**src/rtl/rr_mux_arbiter_pkg.sv**
```systemverilog
// rr_arb_pkg: shared state type, pointer-width helper and one-hot decoder for the round-robin mux arbiter
package rr_arb_pkg;
    typedef enum logic {ARB_IDLE, ARB_GRANT} arb_state_t;
    localparam int MAX_INPUTS = 16;
    function automatic int ptr_width(input int n);
        return (n < 2) ? 1 : $clog2(n);
    endfunction
    function automatic logic [3:0] onehot_to_idx(input logic [MAX_INPUTS-1:0] oh);
        logic [3:0] idx;
        idx = '0;
        for (int i = 0; i < MAX_INPUTS; i++) idx = oh[i] ? 4'(i) : idx;
        return idx;
    endfunction
endpackage

```
**src/rtl/rr_mux_arbiter_pick.sv**
```systemverilog
// rr_pick: combinational round-robin picker (rotate by ptr, find first set, rotate back)
//   req   : request vector
//   ptr   : index where the search starts
//   excl  : requesters removed from the search (the current owner)
//   pick  : one-hot winner, zero when nothing is eligible
//   found : at least one eligible requester
module rr_pick #(
    parameter int INPUTS = 4,
    parameter int PTR_W  = 2
) (
    input  logic [INPUTS-1:0] req,
    input  logic [PTR_W-1:0]  ptr,
    input  logic [INPUTS-1:0] excl,
    output logic [INPUTS-1:0] pick,
    output logic              found
);
    logic [INPUTS-1:0]   cand, rot, first;
    logic [2*INPUTS-1:0] rot_w, back_w;
    always_comb begin
        cand   = req & ~excl;
        rot_w  = {cand, cand} >> ptr;
        rot    = rot_w[INPUTS-1:0];
        first  = rot & (~rot + INPUTS'(1));
        back_w = {first, first} << ptr;
        pick   = back_w[2*INPUTS-1:INPUTS];
        found  = |cand;
    end
endmodule

```
**src/rtl/rr_mux_arbiter.sv**
```systemverilog
// rr_mux_arbiter: round-robin arbiter sharing one WIDTH-bit lane among INPUTS requesters
//   clk, rst : clock and synchronous active-high reset
//   req      : level-sensitive requests
//   data_in  : lane i at [i*WIDTH +: WIDTH]
//   grant    : registered one-hot grant, zero when idle
//   data_out : data of the granted lane, zero when idle
//   valid    : OR of grant
//   RR_ARB_HOLD_LIMIT_EN : when defined, an owner is rotated out after MAX_HOLD cycles if others wait
module rr_mux_arbiter
    import rr_arb_pkg::*;
#(
    parameter int WIDTH    = 4,
    parameter int INPUTS   = 4,
    parameter int MAX_HOLD = 8
) (
    input  logic                      clk,
    input  logic                      rst,
    input  logic [INPUTS-1:0]         req,
    input  logic [WIDTH*INPUTS-1:0]   data_in,
    output logic [INPUTS-1:0]         grant,
    output logic [WIDTH-1:0]          data_out,
    output logic                      valid
);
    localparam int PTR_W = ptr_width(INPUTS);

    arb_state_t        state_q, state_d;
    logic [INPUTS-1:0] grant_q, grant_d, pick;
    logic [PTR_W-1:0]  ptr_q, ptr_d;
    logic              found, owner_req, rotate, at_limit;
    logic [3:0]        pick_idx;

    // ptr always sits one past the last winner, so it is also the k+1 start
    // for handover; excluding grant_q keeps the owner out of the search
    rr_pick #(.INPUTS(INPUTS), .PTR_W(PTR_W)) u_pick (
        .req   (req),
        .ptr   (ptr_q),
        .excl  (grant_q),
        .pick  (pick),
        .found (found)
    );

`ifdef RR_ARB_HOLD_LIMIT_EN
    localparam int HOLD_W = ptr_width(MAX_HOLD);
    logic [HOLD_W-1:0] hold_cnt_q, hold_cnt_d;
    assign at_limit = (hold_cnt_q == HOLD_W'(MAX_HOLD - 1));
    // restarts at the limit too, so a lone owner gets a fresh window
    assign hold_cnt_d = (rotate || at_limit) ? '0 : hold_cnt_q + HOLD_W'(1);
    always_ff @(posedge clk) begin
        if (rst) hold_cnt_q <= '0;
        else     hold_cnt_q <= hold_cnt_d;
    end
`else
    assign at_limit = 1'b0;
`endif

    always_comb begin
        owner_req = |(req & grant_q);
        pick_idx  = onehot_to_idx(MAX_INPUTS'(pick));
        rotate    = (state_q == ARB_IDLE) || !owner_req || (at_limit && found);
        state_d   = state_q;
        grant_d   = grant_q;
        ptr_d     = ptr_q;
        if (rotate) begin
            state_d = found ? ARB_GRANT : ARB_IDLE;
            grant_d = found ? pick : '0;
            ptr_d   = found ? PTR_W'((int'(pick_idx) + 1) % INPUTS) : ptr_q;
        end
    end

    always_ff @(posedge clk) begin
        if (rst) begin
            state_q <= ARB_IDLE;
            grant_q <= '0;
            ptr_q   <= '0;
        end else begin
            state_q <= state_d;
            grant_q <= grant_d;
            ptr_q   <= ptr_d;
        end
    end

    always_comb begin
        data_out = '0;
        for (int i = 0; i < INPUTS; i++)
            data_out = data_out | (data_in[i*WIDTH +: WIDTH] & {WIDTH{grant_q[i]}});
    end

    assign grant = grant_q;
    assign valid = |grant_q;
endmodule

```
**config.mk**
```make
export PLATFORM = sky130hd
export DESIGN_NAME = rr_mux_arbiter
export DESIGN_NICKNAME = d
export VERILOG_FILES = /design/src/rtl/rr_mux_arbiter_pkg.sv /design/src/rtl/rr_mux_arbiter_pick.sv /design/src/rtl/rr_mux_arbiter.sv
export SDC_FILE = /design/constraint.sdc
export NUM_CORES = 1
export LEC_CHECK = 0
export ABC_AREA = 1
export BUFFER_PORTS_ARGS = -buffer_cell sky130_fd_sc_hd__clkbuf_2
export CORE_UTILIZATION = 50
export CTS_CLUSTER_DIAMETER = 50
export DETAILED_ROUTE_END_ITERATION = 8
export GPL_ROUTABILITY_DRIVEN = 0
export PLACE_DENSITY = 0.93
export REMOVE_ABC_BUFFERS = 1
export SYNTH_ARGS = -nofsm -noshare
export SYNTH_HDL_FRONTEND = slang
export SYNTH_HIERARCHICAL = 1
export SYNTH_SLANG_ARGS = --single-unit
```
**constraint.sdc**
```tcl
create_clock -name clk -period 2.4 [get_ports clk]
set_input_delay 0.48 -clock clk [delete_from_list [all_inputs] [get_ports clk]]
set_output_delay 0.48 -clock clk [all_outputs]
set_load 0.03 [all_outputs]
```
==> results by group <==
Worst setup path
  • Critical Path RT: 1.92 ns
  • Crit. End Element: output pin
  • Reg2Reg Depth: 12
  • Critical path cell sequence: or4_1 -> clkbuf_2
  • WP buf/inv: 1
  • Critical path fanouts, max: 9
  • Crit path launch type: flop
  • Reg2reg end: ptr_q[0]
  • WP depth: 2
  • Worst EP arrival: 1.37 ns
  • Setup Crit Path Kind: flop to output pin
  • Register-to-register setup slack: 0.57 ns
  • CP max-delay cell: or4_1
  • Slowest stage delay, CP: 0.54 ns
  • RR Startpoint: grant[3]
  • CP top delay family: simple AND/OR/NAND/NOR gates

Synth
  • Register area share after synthesis: 0.182
  • Ranking of synthesized cells by area: nand2_1 21%, dfxtp_1 18%, nand3_1 16%, nand3_2 7.8%, nand4_1 4.9%
  • Yosys warning total: 6
  • Yosys cell types: 19
  • Cell taking the most area after synthesis: nand2_1
  • Average size of a mapped cell: 6.22 um^2
  • Synthesized cell area: 771 um^2
  • Yosys reg bits: 7
  • Post-synth top area share: 0.209
  • Synthesized instance count: 124

Global route
  • First-pass GRT wire length: 2600 um
  • Antenna violations before repair: 0
  • Gr ovfl total: 0
  • Vias in the first global route: 698
  • Largest net degree at the start of global routing: 11
  • Global router's overall resource usage: 0.227

Cells and area
  • Commonest non-fill, non-tap cell in the layout: nand2_1
  • Share of cells above drive strength 1: 0.346
  • Antenna Cells: 0
  • Area growth syn-to-layout: 22.4%
  • Total of fill cells in the finished design: 120
  • Nets: 179
  • Most frequent cells in the layout: 43 x nand2_1, 30 x clkbuf_2, 24 x nand3_1
  • Sequential Area: 140 um^2
  • Multi-input gate area: 562 um^2

Place
  • Hpwl dp: 1400 um
  • Number of port buffers: 30
  • Setup WS pre-CTS: 0.593 ns

Clock network
  • Post-CTS setup repair buffer count: 0
  • CTS root buf: clkbuf_4
  • Clock Sinks: 7
  • Bufs on Longest Clock Path: 2
  • CTS HTree Levels: 1
  • Clk_lat worst skew: 0.25 ns
  • Hold-fix buffers, CTS: 0
  • CTS Buf Count: 3
  • Post-CTS Resized: 0
  • Clk slew on worst S/H paths: 0.05 ns
  • CTS tree: yes

STA
  • Slew headroom: 0.720
  • Final Setup Violations: 0
  • Pins Over Slew Limit: 0
  • Final Hold Viols: 0
  • Total Neg Setup Slack: 0 ns
  • Fin crit share: 0.770
  • Min Tclk post-route: 1.85 ns
  • Hold_ws: 0.475 ns
  • Worst Skew: 0.00140 ns
  • RSZ-0062 raised after global routing: false
  • FMAX: 0.541 GHz
  • Least-Margin Pin Slew: 0.419 ns
  • Post-route worst setup slack: 0.552 ns

Run
  • Max Cap Viol: 0

Pwr
  • Pwr dens: 1630 mW/mm^2
  • Worst VDD drop: 0.876 mV
  • Total Power: 1.54 mW
  • Leak: 0.498 nW

Floorplan
  • Area of the core: 0.00137 mm^2
  • DIE AREA: 0.00170 mm^2
  • Starting Density: 0.564
  • DIE WIDTH: 41.3 um
  • Die Y-Extent: 41.3 um
  • Site Rows: 13
  • # IOs: 31

Worst hold path
  • Worst hold endpoint: grant[0]
  • Hold Path Depth: 2
  • Hold path start: rst
  • Worst min-delay path class: primary input to flop

Routing
  • Drt first pass iters: 4
  • Wire per inst: 10.2 um
  • Antenna viol nets, final: 0
  • Wirelength, routed: 1750 um
  • Starting DRT DRC Count: 24
  • DRC violations left: 0
  • Via density: 5.36
  • Vias: 917

Status
  • Outcome: finished clean
## area by class of cell
type,count,area share
Tap cell,15,0.0199
Clock buffer,4,0.0279
Inverter,11,0.0491
Sequential cell,7,0.149
Multi-Input combinational cell,104,0.595
Timing Repair Buffer,30,0.159
## worst max path at each step
stage	slack, ns	startpoint	end
2_1_floorplan	0.58	grant[3]	ptr_q[1]
3_3_place_gp	0.66	ptr_q[0]	ptr_q[1]
3_5_place_dp	0.59	grant[3]	ptr_q[1]
4_1_cts	0.54	grant[0]	valid
5_1_grt	0.35	ptr_q[0]	ptr_q[1]
6_report	0.55	grant[3]	valid
## worst reg2reg max path: stages (launching register included)
cell and delay, ns:
dfxtp_1 0.49, inv_1 0.15, nand3_1 0.13, nand3_2 0.11, nand2_4 0.13, nand2_4 0.06
o21ai_2 0.16, nand3_1 0.10, nand2_1 0.12, inv_1 0.05, a21oi_1 0.12, nor2_1 0.06
nor2_1 0.09
## power breakdown
group | internal [mW] | switching (mW)
registers | 0.171 | 0.131
logic | 0.381 | 0.751
clock network | 0.0632 | 0.0403
## metal layers
| layer | track usage | part of all wire |
|---|---|---|
| met3 | 0.0815 | 0.081 |
| met1 | 0.258 | 0.46 |
| met5 | 0 | 0 |
| met2 | 0.426 | 0.46 |
| met4 | 0 | 0 |
## registers in the layout, indices dropped and copies added (netlist names)
| signal | cells |
|---|---|
| ptr_q | 2 |
| grant | 4 |
| state_q | 1 |
## cells in the mapped netlist
master     n
nand4_1    6
nor2_1     3
buf_6      2
o21ai_1    1
o21bai_1   1
o21ai_4    1
nand2_4    3
inv_1      8
inv_2      2
o21ai_2    2
nand3_2    6
dfxtp_1    7
nand2_2    5
or4_1      1
inv_6      1
nand2_1   43
a21oi_1    7
nand3_1   24
nand3_4    1
## kinds of logic (layout without fill, tap and decap cells)
| group | count (synthesis) | in the layout | share of synthesized area |
|---|---|---|---|
| and+or+nand+nor | 92 | 92 | 0.623 |
| buffers and inverters | 13 | 45 | 0.0893 |
| AOI/OAI and AO/OA | 12 | 12 | 0.106 |
| DFF | 7 | 7 | 0.182 |
## metrics by stage
| stage | area [um^2] | instances | util |
|---|---|---|---|
| floorplan | 748 | 122 | - |
| global placement | 917 | 167 | 0.671 |
| detailed placement | 917 | 167 | 0.671 |
| CTS | 943 | 171 | 0.690 |
| global route | 943 | 171 | 0.690 |
| finish | 943 | 171 | 0.690 |
No activity file was read; power rests on OpenSTA's default activity.
